$ cat src/rtl/spi_reg_arbiter_pkg.sv
// spi_reg_arbiter_pkg
//   Shared types for the SPI/local register-bank arbiter: FSM state
//   encoding, requester (owner) encoding and the winner-selection helper.
package spi_reg_arbiter_pkg;

  typedef enum logic [1:0] {
    ST_IDLE  = 2'd0,
    ST_ISSUE = 2'd1,
    ST_WAIT  = 2'd2
  } state_t;

  typedef enum logic {
    OWNER_SPI = 1'b0,
    OWNER_LOC = 1'b1
  } owner_t;

  // Winner when the FSM is idle. With rr=0 SPI always wins contention;
  // with rr=1 the requester that did not win last time gets the bank.
  function automatic owner_t arb_pick(input logic   spi_pend,
                                      input logic   loc_req,
                                      input logic   rr,
                                      input owner_t last_owner);
    arb_pick = OWNER_LOC;
    if (spi_pend && !(loc_req && rr && (last_owner == OWNER_SPI)))
      arb_pick = OWNER_SPI;
  endfunction

endpackage

$ cat src/rtl/spi_reg_arbiter_if.sv
// spi_reg_arbiter_if
//   Local host port of the register-bank arbiter.
//   loc_req/loc_we/loc_addr/loc_wdata : request, held until loc_gnt
//   loc_gnt    : 1-cycle pulse in the cycle the access issues
//   loc_rvalid : 1-cycle pulse, loc_rdata valid
//   Modports: master = host side, slave = arbiter side.
interface spi_reg_arbiter_if #(
  parameter int ADDR_W = 8,
  parameter int DATA_W = 8
);
  logic              loc_req;
  logic              loc_we;
  logic [ADDR_W-1:0] loc_addr;
  logic [DATA_W-1:0] loc_wdata;
  logic              loc_gnt;
  logic              loc_rvalid;
  logic [DATA_W-1:0] loc_rdata;

  modport master (output loc_req, loc_we, loc_addr, loc_wdata,
                  input  loc_gnt, loc_rvalid, loc_rdata);
  modport slave  (input  loc_req, loc_we, loc_addr, loc_wdata,
                  output loc_gnt, loc_rvalid, loc_rdata);
endinterface

$ cat src/rtl/spi_reg_arbiter_strobe_sync.sv
// spi_strobe_sync
//   Brings an asynchronous strobe into the clk domain through SYNC_STAGES
//   flops and emits a one-cycle pulse on its rising edge.
//   clk, reset : system clock, synchronous active-high reset
//   i_async    : asynchronous strobe
//   o_pulse    : single-cycle rising-edge pulse (clk domain)
module spi_strobe_sync #(
  parameter int SYNC_STAGES = 2
) (
  input  logic clk,
  input  logic reset,
  input  logic i_async,
  output logic o_pulse
);
  logic [SYNC_STAGES-1:0] r_sync;
  logic                   r_prev;

  always_ff @(posedge clk) begin
    if (reset) begin
      r_sync <= '0;
      r_prev <= 1'b0;
    end else begin
      r_sync <= {r_sync[SYNC_STAGES-2:0], i_async};
      r_prev <= r_sync[SYNC_STAGES-1];
    end
  end

  assign o_pulse = r_sync[SYNC_STAGES-1] & ~r_prev;
endmodule

$ cat src/rtl/spi_reg_arbiter.sv
// spi_reg_arbiter
//   Shares an 8-bit register bank between the SPI slave core (async
//   read/write strobes) and a local host port. SPI strobes are synchronised
//   and edge-detected, requests are arbitrated, and bank accesses are
//   sequenced IDLE -> ISSUE -> (WAIT x RD_LAT) -> IDLE.
//   clk, reset          : system clock, synchronous active-high reset
//   spi_read/spi_write  : async SPI strobes; spi_addr/spi_wdata stable while high
//   spi_rdata           : last SPI read data, held until the next SPI read
//   spi_overrun         : sticky, strobe edge arrived while SPI request pending
//   loc                 : local host port (spi_reg_arbiter_if.slave)
//   reg_en/we/addr/wdata: bank access; reg_rdata valid RD_LAT cycles after reg_en
//   busy                : FSM not idle
//   Build option: define SPI_REG_ARB_RR_EN for round-robin arbitration;
//   otherwise SPI has fixed priority over the local port.
module spi_reg_arbiter
  import spi_reg_arbiter_pkg::*;
#(
  parameter int ADDR_W      = 8,
  parameter int DATA_W      = 8,
  parameter int SYNC_STAGES = 2,
  parameter int RD_LAT      = 1
) (
  input  logic              clk,
  input  logic              reset,
  input  logic              spi_read,
  input  logic              spi_write,
  input  logic [ADDR_W-1:0] spi_addr,
  input  logic [DATA_W-1:0] spi_wdata,
  output logic [DATA_W-1:0] spi_rdata,
  output logic              spi_overrun,
  spi_reg_arbiter_if.slave  loc,
  output logic              reg_en,
  output logic              reg_we,
  output logic [ADDR_W-1:0] reg_addr,
  output logic [DATA_W-1:0] reg_wdata,
  input  logic [DATA_W-1:0] reg_rdata,
  output logic              busy
);
  localparam int CNT_W = (RD_LAT > 1) ? $clog2(RD_LAT) : 1;

  logic w_rd_edge, w_wr_edge;

  spi_strobe_sync #(.SYNC_STAGES(SYNC_STAGES)) u_sync_rd (
    .clk(clk), .reset(reset), .i_async(spi_read),  .o_pulse(w_rd_edge));
  spi_strobe_sync #(.SYNC_STAGES(SYNC_STAGES)) u_sync_wr (
    .clk(clk), .reset(reset), .i_async(spi_write), .o_pulse(w_wr_edge));

  state_t            r_state, w_state_nxt;
  owner_t            r_owner, w_sel_owner;
  logic              r_we;
  logic [ADDR_W-1:0] r_addr;
  logic [DATA_W-1:0] r_wdata;
  logic [CNT_W-1:0]  r_cnt;
  logic              r_spi_pend, r_spi_we, r_spi_overrun;
  logic [ADDR_W-1:0] r_spi_addr;
  logic [DATA_W-1:0] r_spi_wdata;
  logic [DATA_W-1:0] r_spi_rdata, r_loc_rdata;
  logic              r_loc_rvalid;
  logic              w_any_req, w_clr_spi, w_rd_last;

  assign w_any_req = r_spi_pend | loc.loc_req;
  assign w_clr_spi = (r_state == ST_ISSUE) && (r_owner == OWNER_SPI);
  assign w_rd_last = (r_cnt == CNT_W'(RD_LAT - 1));

`ifdef SPI_REG_ARB_RR_EN
  // Starts as local so the first contention goes to SPI.
  owner_t r_last_owner;

  always_ff @(posedge clk) begin
    if (reset)
      r_last_owner <= OWNER_LOC;
    else if ((r_state == ST_IDLE) && w_any_req)
      r_last_owner <= w_sel_owner;
  end

  assign w_sel_owner = arb_pick(r_spi_pend, loc.loc_req, 1'b1, r_last_owner);
`else
  assign w_sel_owner = arb_pick(r_spi_pend, loc.loc_req, 1'b0, OWNER_LOC);
`endif

  // SPI request capture: the first edge is kept, any edge while a request is
  // still pending (or read+write together) flags overrun. Write wins a tie.
  always_ff @(posedge clk) begin
    if (reset) begin
      r_spi_pend    <= 1'b0;
      r_spi_we      <= 1'b0;
      r_spi_addr    <= '0;
      r_spi_wdata   <= '0;
      r_spi_overrun <= 1'b0;
    end else begin
      if (w_rd_edge || w_wr_edge) begin
        if (r_spi_pend || (w_rd_edge && w_wr_edge))
          r_spi_overrun <= 1'b1;
        if (!r_spi_pend) begin
          r_spi_pend  <= 1'b1;
          r_spi_we    <= w_wr_edge;
          r_spi_addr  <= spi_addr;
          r_spi_wdata <= spi_wdata;
        end
      end
      if (w_clr_spi)
        r_spi_pend <= 1'b0;
    end
  end

  always_ff @(posedge clk) begin
    if (reset) r_state <= ST_IDLE;
    else       r_state <= w_state_nxt;
  end

  always_comb begin
    w_state_nxt = r_state;
    case (r_state)
      ST_IDLE:  if (w_any_req) w_state_nxt = ST_ISSUE;
      ST_ISSUE: w_state_nxt = r_we ? ST_IDLE : ST_WAIT;
      ST_WAIT:  if (w_rd_last) w_state_nxt = ST_IDLE;
      default:  w_state_nxt = ST_IDLE;
    endcase
  end

  // Access registers and read-data capture; reset here aborts any access
  // in flight without capturing.
  always_ff @(posedge clk) begin
    if (reset) begin
      r_owner      <= OWNER_SPI;
      r_we         <= 1'b0;
      r_addr       <= '0;
      r_wdata      <= '0;
      r_cnt        <= '0;
      r_spi_rdata  <= '0;
      r_loc_rdata  <= '0;
      r_loc_rvalid <= 1'b0;
    end else begin
      r_loc_rvalid <= 1'b0;
      case (r_state)
        ST_IDLE: if (w_any_req) begin
          r_owner <= w_sel_owner;
          if (w_sel_owner == OWNER_SPI) begin
            r_we    <= r_spi_we;
            r_addr  <= r_spi_addr;
            r_wdata <= r_spi_wdata;
          end else begin
            r_we    <= loc.loc_we;
            r_addr  <= loc.loc_addr;
            r_wdata <= loc.loc_wdata;
          end
        end
        ST_ISSUE: r_cnt <= '0;
        ST_WAIT: begin
          r_cnt <= r_cnt + 1'b1;
          if (w_rd_last) begin
            if (r_owner == OWNER_SPI) begin
              r_spi_rdata <= reg_rdata;
            end else begin
              r_loc_rdata  <= reg_rdata;
              r_loc_rvalid <= 1'b1;
            end
          end
        end
        default: ;
      endcase
    end
  end

  assign reg_en         = (r_state == ST_ISSUE);
  assign reg_we         = reg_en & r_we;
  assign reg_addr       = r_addr;
  assign reg_wdata      = r_wdata;
  assign loc.loc_gnt    = reg_en && (r_owner == OWNER_LOC);
  assign loc.loc_rvalid = r_loc_rvalid;
  assign loc.loc_rdata  = r_loc_rdata;
  assign spi_rdata      = r_spi_rdata;
  assign spi_overrun    = r_spi_overrun;
  assign busy           = (r_state != ST_IDLE);
endmodule
$ cat src/flat_wrapper.sv
// flat-port wrapper written by rule: the top's interface ports become plain ports
module spi_reg_arbiter_flat import spi_reg_arbiter_pkg::*;
#(
  parameter int ADDR_W      = 8,
  parameter int DATA_W      = 8,
  parameter int SYNC_STAGES = 2,
  parameter int RD_LAT      = 1
)
  (clk, reset, spi_read, spi_write, spi_addr, spi_wdata, spi_rdata, spi_overrun, reg_en, reg_we, reg_addr, reg_wdata, reg_rdata, busy, loc_loc_req, loc_loc_we, loc_loc_addr, loc_loc_wdata, loc_loc_gnt, loc_loc_rvalid, loc_loc_rdata);
  spi_reg_arbiter_if #(.ADDR_W(ADDR_W), .DATA_W(DATA_W)) loc_i ();
  input  logic clk;
  input  logic reset;
  input  logic spi_read;
  input  logic spi_write;
  input  logic [ADDR_W-1:0] spi_addr;
  input  logic [DATA_W-1:0] spi_wdata;
  output logic [DATA_W-1:0] spi_rdata;
  output logic spi_overrun;
  output logic reg_en;
  output logic reg_we;
  output logic [ADDR_W-1:0] reg_addr;
  output logic [DATA_W-1:0] reg_wdata;
  input  logic [DATA_W-1:0] reg_rdata;
  output logic busy;
  input wire logic [$bits(loc_i.loc_req)-1:0] loc_loc_req;
  input wire logic [$bits(loc_i.loc_we)-1:0] loc_loc_we;
  input wire logic [$bits(loc_i.loc_addr)-1:0] loc_loc_addr;
  input wire logic [$bits(loc_i.loc_wdata)-1:0] loc_loc_wdata;
  output wire logic [$bits(loc_i.loc_gnt)-1:0] loc_loc_gnt;
  output wire logic [$bits(loc_i.loc_rvalid)-1:0] loc_loc_rvalid;
  output wire logic [$bits(loc_i.loc_rdata)-1:0] loc_loc_rdata;
  assign loc_i.loc_req = loc_loc_req;
  assign loc_i.loc_we = loc_loc_we;
  assign loc_i.loc_addr = loc_loc_addr;
  assign loc_i.loc_wdata = loc_loc_wdata;
  assign loc_loc_gnt = loc_i.loc_gnt;
  assign loc_loc_rvalid = loc_i.loc_rvalid;
  assign loc_loc_rdata = loc_i.loc_rdata;
  spi_reg_arbiter #(.ADDR_W(ADDR_W), .DATA_W(DATA_W), .SYNC_STAGES(SYNC_STAGES), .RD_LAT(RD_LAT)) u_core (.clk(clk), .reset(reset), .spi_read(spi_read), .spi_write(spi_write), .spi_addr(spi_addr), .spi_wdata(spi_wdata), .spi_rdata(spi_rdata), .spi_overrun(spi_overrun), .loc(loc_i), .reg_en(reg_en), .reg_we(reg_we), .reg_addr(reg_addr), .reg_wdata(reg_wdata), .reg_rdata(reg_rdata), .busy(busy));
endmodule
$ cat config.mk
export PLATFORM = sky130hd
export DESIGN_NAME = spi_reg_arbiter_flat
export DESIGN_NICKNAME = d
export VERILOG_FILES = /design/src/rtl/spi_reg_arbiter_pkg.sv /design/src/rtl/spi_reg_arbiter_if.sv /design/src/rtl/spi_reg_arbiter_strobe_sync.sv /design/src/rtl/spi_reg_arbiter.sv /design/src/flat_wrapper.sv
export SDC_FILE = /design/constraint.sdc
export NUM_CORES = 1
export LEC_CHECK = 0
export ABC_CLOCK_PERIOD_IN_PS = 4400
export CAP_MARGIN = 0
export CORE_UTILIZATION = 25
export DETAILED_ROUTE_END_ITERATION = 10
export PLACE_DENSITY = 0.55
export SYNTH_ARGS = -nofsm -noshare
export SYNTH_HDL_FRONTEND = slang
export SYNTH_HIERARCHICAL = 1
export SYNTH_SLANG_ARGS = --single-unit
$ cat constraint.sdc
create_clock -name clk -period 4.4 [get_ports clk]
set_clock_uncertainty 0.1 [all_clocks]
set_input_delay 0.44 -clock clk [delete_from_list [all_inputs] [get_ports clk]]
set_output_delay 0.44 -clock clk [all_outputs]
set_load 0.1 [all_outputs]
== After elaboration in Yosys (flattened, before gate mapping) ==
Cells that the tools add are included.
Storage, ports and cells
  bits in registers: 63
  bits in latches: 0
  bits in writable memories: 0
  ROM bits: 0
  output and inout port bits: 38
  logic and storage cells: 59
  memories kept: 0
Operators by class
  add/subtract/negate cells: 1
  multipliers: 0
  divide/modulo/power cells: 0
  order comparisons: 0
  eq/ne operators: 4
  shift operators: 0
  mux-type cells: 10
  bitwise operators: 10
  reduce and logical (&&, ||, !) cells: 16
Operator list (count)
  two-way mux 8 bit: 2
  AND reduction 2 bit: 4
  two-way mux 2 bit: 3
  inverter 1 bit: 6
  one-hot mux 2 bit (3 select lines): 1
  AND reduction 3 bit: 2
  nonzero test 2 bit: 2
  bitwise AND 1 bit: 3
  logical AND 1 bit: 3
  two-way mux 1 bit: 3
  OR reduction 3 bit: 1
  equality test 2 x 1 -> 1 bit, second input constant: 1
  equality test 2 bit, second input constant: 1
  logical NOT 2 bit: 1
  logical OR 1 bit: 2
  != test 2 x 1 -> 1 bit, second input constant: 1
  != test 2 bit, second input constant: 1
  one-hot mux 1 bit (2 select lines): 1
  OR reduction 2 bit: 1
  adder 1 bit, second input constant: 1
  bitwise OR 1 bit: 1

== Longest topological paths before layout ==
  depth in word-level cells: 5
  depth in mapped cells: 7
  depth with buffers taken out: 5

== Hierarchy ==
Netlist, hierarchy kept.
By module, submodules not included
  spi_reg_arbiter: instances 1, cells an instance 247, area an instance 2318.5 µm²
  spi_strobe_sync: instances 2, cells an instance 7, area an instance 87.6 µm²

== Worst setup path before layout ==
OpenSTA, ideal clock, no wires.
  kind: register to register
  from: register u_core.r_state[1]
  to: register u_core.r_state[1]
  data arrival time: 1.793 ns
  data required time: 4.230 ns
  path slack: 2.437 ns
  cell stages (with the launch flop): 6
  period minus slack after synthesis: 1.963 ns
  cells stage by stage: dfxtp_1 inv_1 ha_1 nor2_1 or4_1 a21oi_1
Between the ends
  elaborated cells between the ends (all ways): 7
RTL lines
  from (decl): line spi_reg_arbiter.sv:48  | state_t r_state, w_state_nxt;
  from (signal assigned): line spi_reg_arbiter.sv:108  | else r_state <= w_state_nxt;
  equality test 2 x 1 -> 1 bit
  via reg_en: line flat_wrapper.sv:19  | output logic reg_en;
  one-hot mux 2 bit (3 select lines): line spi_reg_arbiter.sv:113  | case (r_state)
The timed path passes the listed nets, and every way through them passes these cells.
A chain may end at the register's enable or synchronous reset.

== Worst setup path in the final report ==
  from: register u_core.r_state[0]
  to: output busy
Between the ends
  longest elaborated chain between the ends: 1
RTL lines
  nonzero test 2 bit: line spi_reg_arbiter.sv:174  | assign busy = (r_state != ST_IDLE);
  to (decl): line flat_wrapper.sv:24  | output logic busy;
Every way passes these cells.

==> flow_summary.rst <==
.. list-table::
   :header-rows: 1

   * - Metric
     - Value
   * - CP Max Fanout
     - 6
   * - Initial Utilization
     - 25.63%
   * - Cells after synthesis
     - 261
   * - Cell with the largest stage delay on the worst path
     - clkdlybuf4s50_1
   * - Synthesized netlist net count
     - about 310
   * - Die area
     - 10380 µm²
   * - Cell family with most CP delay
     - buffers and inverters
   * - Horizontal die dimension
     - 101.9 µm
   * - Final weighted congestion in routability-driven placement
     - 0.6766
   * - Vias per std cell
     - about 4.3
   * - Clk root buf
     - clkbuf_8
   * - Cell area after technology mapping
     - 2494 µm²
   * - Final cell area excluding filler cells
     - between 3000 and 4000 µm²
   * - Count of final setup violators
     - 0
   * - Run status
     - completed
   * - Residual DRC count
     - 0
   * - Insertion delay of the later-clocked pin in the worst-skew pair
     - 0.33 ns
   * - Synth warnings
     - 6
   * - Post-Route Setup TNS
     - 0 ns
   * - Post-route ant nets
     - 0
   * - Proportion of synthesized chip area in sequential cells
     - 50.58%
   * - Number of vias after detailed routing
     - 2041
   * - EDFF count, synth
     - 0
   * - Port buffer count
     - just over 80
   * - Kind of start point of the critical path
     - flip-flop
   * - Pwr/cell area
     - 456.4 nW/µm²
   * - Placeable core region
     - 9729 µm²
   * - Die outline height
     - 101.9 µm
   * - Resize count post-CTS
     - 0
   * - Critical path class
     - reg -> out
   * - Arrival time of the worst setup path
     - 2.29 ns
   * - Maximum number of pins on one net before global-route repair
     - 64
   * - Max Fclk
     - 353.1 MHz
   * - Fill cell instance count of the final layout
     - 1034
   * - RSZ-0062 raised after global routing
     - no
   * - CTS tree
     - yes
   * - # rows
     - 36
   * - Count of TritonRoute iterations in the first routing pass
     - 4
   * - Flip-flop and latch area
     - 1261 µm²
   * - Buf+Inv Stages, Crit Path
     - 3
   * - Top FF cell, synth
     - dfxtp_1
   * - Initial antenna violation count
     - 0
   * - Count of nets after finishing
     - roughly 390
   * - Layout Area Growth over Synthesis
     - 46.11%
   * - Clk sinks
     - 63
   * - Average cell area after synthesis
     - 9.554 µm²
   * - Max cap viols
     - 0
   * - Cell seen most often among critical-path stages
     - inv_1
   * - Area of combinational cells with multiple inputs
     - 1114 µm²
   * - Total CTS buffers
     - 9
   * - Slew at the pin with the worst max-slew slack
     - 0.9925 ns
   * - Layout cell share with drive strength beyond 1
     - 6.957%
   * - Buffers inserted during post-CTS setup optimization
     - 0
   * - Clock Pin Slew Worst Setup and Hold Paths
     - 0.07 ns
   * - Top-level I/O count
     - 84
   * - Fraction of synthesis flops using an asynchronous set or reset pin
     - 0%
   * - CP Cell Sequence
     - inv_1 -> ha_1 -> inv_1 -> clkdlybuf4s50_1
   * - Hold-fix buffer count after cts
     - 0
   * - Ant. Diodes
     - 0
   * - Min-Delay Path Class
     - reg -> reg
   * - Total routing resource utilization after global routing
     - 12.12%
   * - Number of max-slew violations in the final report
     - 0
   * - HPWL after DPL
     - 3899 µm
   * - Lkg Pwr
     - approximately 1.4 nW
   * - Sum of routed wire length over all layers
     - 5885 µm
   * - Number of global-route vias before repair
     - 2000
   * - Instance area at placement
     - 3405 µm²
   * - First-pass GRT wire length
     - 9584 µm
   * - Starting DRT DRC Count
     - 74
   * - Maximum clock path buffer count
     - 2
   * - CTS HTree Levels
     - 3
   * - Critical path required time
     - between 3 and 4 ns
   * - Flip-flop and latch count after synthesis
     - 63
   * - Congestion Overflow GR
     - 0
   * - Delay of the slowest critical-path stage
     - 1.12 ns
   * - Normalized max-slew margin
     - about a third
   * - Largest voltage drop on the vdd net
     - 0.2082 mV
   * - Final number of hold-violating endpoints
     - 0
   * - Count of cell types in the netlist
     - 31
   * - Final Cycle Share
     - 64.37%
   * - Sort of element at the end of the critical path
     - primary output
   * - Average detailed-routed wire length per instance
     - 12.31 µm
   * - Min cycle time layout
     - about 2.8 ns
final timing paths:
path                               from                          to  slack [ns]  depth (start not counted)
min          u_core/u_sync_wr/r_sync[0]  u_core/u_sync_wr/r_sync[1]        0.34                          1
max reg2reg           u_core/r_spi_pend          u_core/reg_addr[1]        2.38                          5
max                   u_core/r_state[0]                        busy        1.57                          4
min reg2reg  u_core/u_sync_wr/r_sync[0]  u_core/u_sync_wr/r_sync[1]        0.34                          1
sequential cells by signal, summed over array words and instances (netlist names):
register,flops
u_core/u_sync_rd/r_sync,2
u_core/loc.loc_rvalid,1
u_core/r_cnt,1
u_core/r_spi_pend,1
u_core/u_sync_wr/r_prev,1
u_core/reg_addr,8
u_core/spi_overrun,1
u_core/u_sync_wr/r_sync,2
u_core/r_spi_we,1
u_core/r_state,2
u_core/r_spi_wdata,8
u_core/spi_rdata,8
u_core/r_spi_addr,8
u_core/r_owner,1
u_core/loc.loc_rdata,8
u_core/u_sync_rd/r_prev,1
u_core/reg_wdata,8
u_core/r_we,1
Yosys cell counts, types with 2 or more instances:
master    count  area, µm²
buf_2         5      25.02
nor2b_2       2      17.52
mux2i_1      33      330.3
nand2_1      33      123.9
a21oi_1      20      100.1
nor3b_1       2      15.01
buf_1         2      7.510
nand2b_1      2      12.51
nor2b_1       7      43.79
nor2_1       37      138.9
inv_1         4      15.01
a211oi_1     18      135.1
buf_6         3      33.78
buf_4         3      22.52
ha_1          5      62.56
clkbuf_1      4      15.01
o21ai_0       3      15.01
and2_1        2      12.51
dfxtp_1      63       1261
nor3_1        2      10.01
cell families (layout without fill, tap and decap cells):
group / count (synthesis) / in the layout / share of synthesized area [%]
AND/OR/NAND/NOR: 92 / 92 / 16.66
flip-flops: 63 / 63 / 50.58
AO/OA/AOI/OAI: 44 / 44 / 11.19
multiplexers: 34 / 34 / 13.70
buffers and inverters: 22 / 106 / 4.967
adder cells (fa/ha/maj): 6 / 6 / 2.910
layer usage:
layer  up-vias  GRT usage (%)  share of wire, %
li1       1041              -                 -
met1       934          14.28                46
met2        61          19.70                45
met3         5          6.088               8.3
met4         0          2.967              0.48
met5         -              0                 0
worst reg2reg max path, cell delays in order, from the launching register on:
cell and delay (ns):
dfxtp_1 0.57, buf_4 0.37, o21a_1 0.22, buf_4 0.34, nor2_1 0.08, a211oi_1 0.24
power by group:
| group | switching (W) | total [W] | leakage [nW] | internal, W |
|---|---|---|---|---|
| Combinational | 0.000292 | 0.000423 | 0.721 | 0.000131 |
| Sequential | 0.0000233 | 0.000633 | 0.515 | 0.000610 |
| Clock | 0.000214 | 0.000607 | 0.118 | 0.000393 |
metrics by stage:
step	cells	worst slack, ns	utilization (%)	total power (W)	hold WS [ns]
detailed placement	462	1.938	34.99	0.001073	0.3292
finish	478	1.568	37.45	0.001663	0.3397
CTS	478	1.554	37.45	0.001690	0.3449
global route	478	1.479	37.45	0.001743	0.3721
global placement	462	1.979	34.99	0.001069	0.3202
floorplan	261	2.437	-	0.0009594	0.3138
layout by cell type (no fill, tap or decap), drive strengths merged, types with 2 or more instances in the layout:
cell / instances
bufinv: 3
buf: 4
nor2: 37
o21ai: 3
mux2i: 33
a211oi: 18
ha: 5
dfxtp: 63
clkbuf: 13
a21oi: 20
nor3b: 2
inv: 4
nor2b: 9
nand2b: 2
nand2: 33
clkdlybuf4s50: 82
and2: 3
nor3: 2
cell type report:
cell class	instances	area share, %
Tap cell	133	4.567
Inverter	4	0.4121
Sequential cell	63	34.62
Timing Repair Buffer	86	23.28
Clock inverter	3	2.473
Clock buffer	13	4.087
Multi-Input combinational cell	176	30.56
Note: power is estimated with default switching activity, not from simulation.
==> RTL edit 1, RTL diff (same flow settings) <==
`DATA_W` is set to 8 in 3 places; all go to 10.
--- a/src/rtl/spi_reg_arbiter_if.sv
+++ b/src/rtl/spi_reg_arbiter_if.sv
@@ -8,3 +8,3 @@
   parameter int ADDR_W = 8,
-  parameter int DATA_W = 8
+  parameter int DATA_W = 10
 );
--- a/src/rtl/spi_reg_arbiter.sv
+++ b/src/rtl/spi_reg_arbiter.sv
@@ -18,3 +18,3 @@
   parameter int ADDR_W      = 8,
-  parameter int DATA_W      = 8,
+  parameter int DATA_W      = 10,
   parameter int SYNC_STAGES = 2,
--- a/src/flat_wrapper.sv
+++ b/src/flat_wrapper.sv
@@ -4,3 +4,3 @@
   parameter int ADDR_W      = 8,
-  parameter int DATA_W      = 8,
+  parameter int DATA_W      = 10,
   parameter int SYNC_STAGES = 2,
Ports: changed (6 resized); port bits go from 84 to 96. The function was not compared with the original's and may differ.
==> RTL edit 1 against the unedited design <==
- sequential power grew 13%
- cell area increased by 11%
- non-clock buffer count rose by 12
- critical path depth unchanged
- sequential cell count increased by 8
- global-route usage down 0.30 points
- utilization decreased by 0.062 points
- register-to-register slack got worse by 0.12 ns
- wire length grew 12%
- worst setup slack better by 0.019 ns
- synthesized cell count is 11% higher
- synthesized area increased by 11%
- clock power fell by 4.3%
- total power up 6.1%
==> RTL edit 1: results <==
set metrics [dict create \
    grt_max_degree 72 \
    syn_nets 347 \
    place_ws_ns 1.944 \
    cp_data_arrival_time_ns 2.27 \
    worst_ir_drop_vdd_mv 0.1761 \
    gp_congestion 0.6810 \
    synth_compound_area_share_pct 10.98 \
    drt_iter0_drc 68 \
    antenna_cells 0 \
    antenna_found_initial 0 \
    portBuffers 95 \
    ys_seq_area_share_pct 51.33 \
    postLayoutCoreUtil_pct 37.39 \
    r2r_slack_ns 2.26 \
    fillCellCount 1113 \
    hold_end "u_core/u_sync_wr/r_sync[1]$_SDFF_PP0_" \
    synth_xor_area_share_pct 0 \
    crit_end "busy" \
    postPlaceCellArea_sq_mm 0.003812 \
    ctsResizeCount 0 \
    synthCells 290 \
    grt.total_usage_pct 11.82 \
    crit_start "u_core/r_state[0]$_SDFFE_PP0P_" \
    r2r_cells 5 \
    synthTopCellsByArea "dfxtp_1 (51%), mux2i_1 (14%), nor2_1 (5.8%), a211oi_1 (5.4%), nand2_1 (5.0%)" \
    avgViaCountPerCell 4.322 \
    crit-reg2reg-capture "u_core/spi_rdata[4]$_SDFFE_PP0P_" \
    leakage_nw 1.501 \
    status "completed" \
    path_clk_slew_ns 0.08 \
    cts_setup_buffers 0 \
    wl_per_cell_microns 12.54 \
    grt_pass1_wl_microns 10530 \
    drive_gt1_share_pct 6.494 \
    tns_ns 0 \
    firstDrtPassIters 4 \
    min-delay-path-class "reg2reg" \
    synth.area.mux_share_pct 14.51 \
    clock_latency_ns 0.33 \
    grt_pass1_vias 2234 \
    ys_types 27 \
    yosys.area_share.adder_pct 2.621 \
    wirelength_microns 6581 \
    place_hpwl_microns 4434 \
    switchingPower_mw 0.5978 \
    htree_num_levels 3 \
    synth_commonest_cells "dfxtp_1 (71), nor2_1 (43), mux2i_1 (39)" \
    post-place-cells 509 \
    async_reset_ff_share_pct 0 \
    slew_headroom_pct 24.44 \
    worst_slack_ns 1.586 \
    holdWs_ns 0.3522 \
    holdPathStages 1 \
    final_nets 437 \
]
-- RTL edit 1: cell types whose count changed in the layout (fill, tap and decap cells not counted), sizes merged --
cell | unedited run | this run
dfxtp | 63 | 71
clkinvlp | 0 | 1
a211oi | 18 | 20
mux2i | 33 | 39
clkbuf | 13 | 11
nand2 | 33 | 37
or2b | 1 | 0
clkinv | 0 | 2
clkdlybuf4s50 | 82 | 94
nor2 | 37 | 43
nand2b | 2 | 3
bufinv | 3 | 2
a21oi | 20 | 22
-- RTL edit 1: layer usage --
layer | routed length (microns) | part of all wire [%] | vias up | global-route usage, %
li1 | - | - | 1159 | -
met1 | 2984 | 45 | 1044 | 13.83
met2 | 3121 | 47 | 60 | 19.72
met3 | 415 | 6.3 | 6 | 4.559
met4 | 60 | 0.91 | 0 | 3.914
met5 | 0 | 0 | - | 0
-- RTL edit 1: logic make-up after synthesis --
family / count (synthesis)
simple gates: 102
flops: 71
compound gates: 48
mux: 40
buf+inv: 23
fa+ha+maj: 6
-- RTL edit 1: power by group through the flow --
stage	combinational (mW)	sequential [mW]	clock [mW]
2_1_floorplan	0.158	0.913	0
3_3_place_gp	0.470	0.730	0
3_5_place_dp	0.473	0.731	0
4_1_cts	0.474	0.716	0.606
5_1_grt	0.497	0.721	0.633
6_report	0.469	0.715	0.581
-- RTL edit 1: worst max-delay path: stages, from the launching register on --
cell	delay [ns]
dfxtp_1	0.37
inv_1	0.09
ha_1	0.27
inv_1	0.08
clkdlybuf4s50_1	1.13
-- RTL edit 1: area by class of cell --
class / instances / share of cell area, %
clock inverters: 5 / 2.016
inverters: 4 / 0.3721
clock buffers: 11 / 3.504
well taps: 140 / 4.341
repair buffers: 98 / 24.00
multi-input cells: 196 / 30.54
flip-flops and latches: 71 / 35.22
==> RTL edit 2, RTL diff (config.mk and constraints unchanged) <==
Made on the original files. The 3 states of `state_t` get a one-hot encoding in 3 bits.
--- a/src/rtl/spi_reg_arbiter_pkg.sv
+++ b/src/rtl/spi_reg_arbiter_pkg.sv
@@ -5,6 +5,6 @@
 
-  typedef enum logic [1:0] {
-    ST_IDLE  = 2'd0,
-    ST_ISSUE = 2'd1,
-    ST_WAIT  = 2'd2
+  typedef enum logic [2:0] {
+    ST_IDLE  = 3'b001,
+    ST_ISSUE = 3'b010,
+    ST_WAIT  = 3'b100
   } state_t;
Formal check against the unedited RTL: same outputs for any inputs over 10 cycles, from zero or initial values and one cycle with reset high; not proved beyond that.
==> RTL edit 2 against the unedited design <==
- wire length increased by 7.6%
- synthesized area increased by 5.4%
- sequential cell count grew 1
- non-clock buffer count up 2
- global-route usage grew 0.092 points
- total power is 8.5% lower
- cell area rose by 2.5%
- worst setup slack worse by 0.19 ns
- synthesized cell count up 3.4%
- critical endpoint is now loc_loc_gnt
==> RTL edit 2: results <==
set metrics [dict create \
    met2_usage_pct 19.21 \
    regToRegStartpoint "u_core/r_spi_pend$_SDFFE_PP0P_" \
    async_reset_ff_share_pct 0 \
    syn_nets 316 \
    cts_buffers 9 \
    antenna_cells 0 \
    antenna_found_initial 0 \
    yosys_warnings 6 \
    htree_num_levels 3 \
    worst_ir_drop_vdd_mv 0.1611 \
    area_delta_synth_final_pct 42.08 \
    slew_headroom_pct 33.53 \
    path_clk_slew_ns 0.07 \
    grt.met3_usage_pct 3.431 \
    wirelength_microns 6334 \
    fillCellCount 1079 \
    grt_max_degree 73 \
    grt_use_met1_pct 15.24 \
    ys_seq_area_share_pct 48.74 \
    postPlaceCellArea_sq_mm 0.003548 \
    crit_end "loc_loc_gnt" \
    status "completed" \
    cts_setup_buffers 0 \
    drive_gt1_share_pct 10.23 \
    portBuffers 83 \
    min-delay-path-class "reg2reg" \
    cp_data_arrival_time_ns 2.48 \
    drt_iter0_drc 65 \
    place_ws_ns 1.710 \
    cp_max_fo 7 \
    synthTopCellsByArea "dfxtp_1 (49%), mux2i_1 (13%), a21oi_1 (6.9%), nand2b_1 (5.9%), nand2_1 (5.0%)" \
    ctsResizeCount 0 \
    r2r_slack_ns 2.30 \
    place_hpwl_microns 4226 \
    final_nets 394 \
    gp_congestion 0.6792 \
    yosys.area_share.adder_pct 0.3808 \
    clock_path_buffers 2 \
    ys_types 31 \
    grt.total_usage_pct 12.21 \
    synth_commonest_cells "dfxtp_1 (64), a21oi_1 (36), nand2_1 (35)" \
    vias 2106 \
    grt_pass1_wl_microns 10490 \
    crit_start "u_core/r_state[1]$_SDFFE_PP0P_" \
    leakage_nw 1.335 \
    synth_compound_area_share_pct 15.75 \
    period_share_pct 68.62 \
    synth.area.mux_share_pct 12.57 \
    crit-reg2reg-capture "u_core/reg_wdata[4]$_SDFFE_PP0P_" \
]
RTL edit 2: worst min-delay path by stage:
stage          cells after the start                                  start                                     to  slack (ns)
5_1_grt                            1  u_core/u_sync_rd/r_sync[0]$_SDFF_PP0_  u_core/u_sync_rd/r_sync[1]$_SDFF_PP0_        0.36
3_5_place_dp                       1  u_core/u_sync_rd/r_sync[0]$_SDFF_PP0_  u_core/u_sync_rd/r_sync[1]$_SDFF_PP0_        0.33
6_report                           1  u_core/u_sync_rd/r_sync[0]$_SDFF_PP0_  u_core/u_sync_rd/r_sync[1]$_SDFF_PP0_        0.34
3_3_place_gp                       1  u_core/u_sync_rd/r_sync[0]$_SDFF_PP0_  u_core/u_sync_rd/r_sync[1]$_SDFF_PP0_        0.32
2_1_floorplan                      1  u_core/u_sync_rd/r_sync[0]$_SDFF_PP0_  u_core/u_sync_rd/r_sync[1]$_SDFF_PP0_        0.31
4_1_cts                            1  u_core/u_sync_rd/r_sync[0]$_SDFF_PP0_  u_core/u_sync_rd/r_sync[1]$_SDFF_PP0_        0.35
RTL edit 2: cell type report:
class	instances	area share (%)
inverters	3	0.3015
multi-input cells	182	32.73
clock buffers	11	3.786
clock inverters	4	1.206
repair buffers	88	23.12
well taps	136	4.556
flip-flops and latches	64	34.30
RTL edit 2: cell families after synthesis:
group           after synthesis
simple gates                 87
compound gates               61
flops                        64
fa+ha+maj                     1
mux                          33
buf+inv                      24
RTL edit 2: critical path, cell delays in order, from the launching register on:
cell and delay, ns:
dfxtp_1 0.45, nor3b_1 0.39, and2_1 0.18, clkdlybuf4s50_1 1.12
RTL edit 2: per-layer routing:
metal	vias up	routed length (microns)
met5	-	0
met4	0	104
met3	9	359
met2	63	2717
met1	958	3153
li1	1076	-
RTL edit 2: where the power goes:
part	switching, mW	leakage [nW]	total, mW	internal [mW]
combinational	0.264	0.713	0.393	0.129
clock	0.217	0.0989	0.488	0.271
sequential	0.0253	0.523	0.642	0.616
total	0.506	1.34	1.52	1.02
RTL edit 2: stage by stage:
stage | hold slack [ns] | total power, mW | instances
global route | 0.3641 | 1.601 | 488
finish | 0.3441 | 1.522 | 488
global placement | 0.3220 | 1.048 | 473
floorplan | 0.3138 | 0.9408 | 270
CTS | 0.3461 | 1.553 | 488
detailed placement | 0.3291 | 1.051 | 473
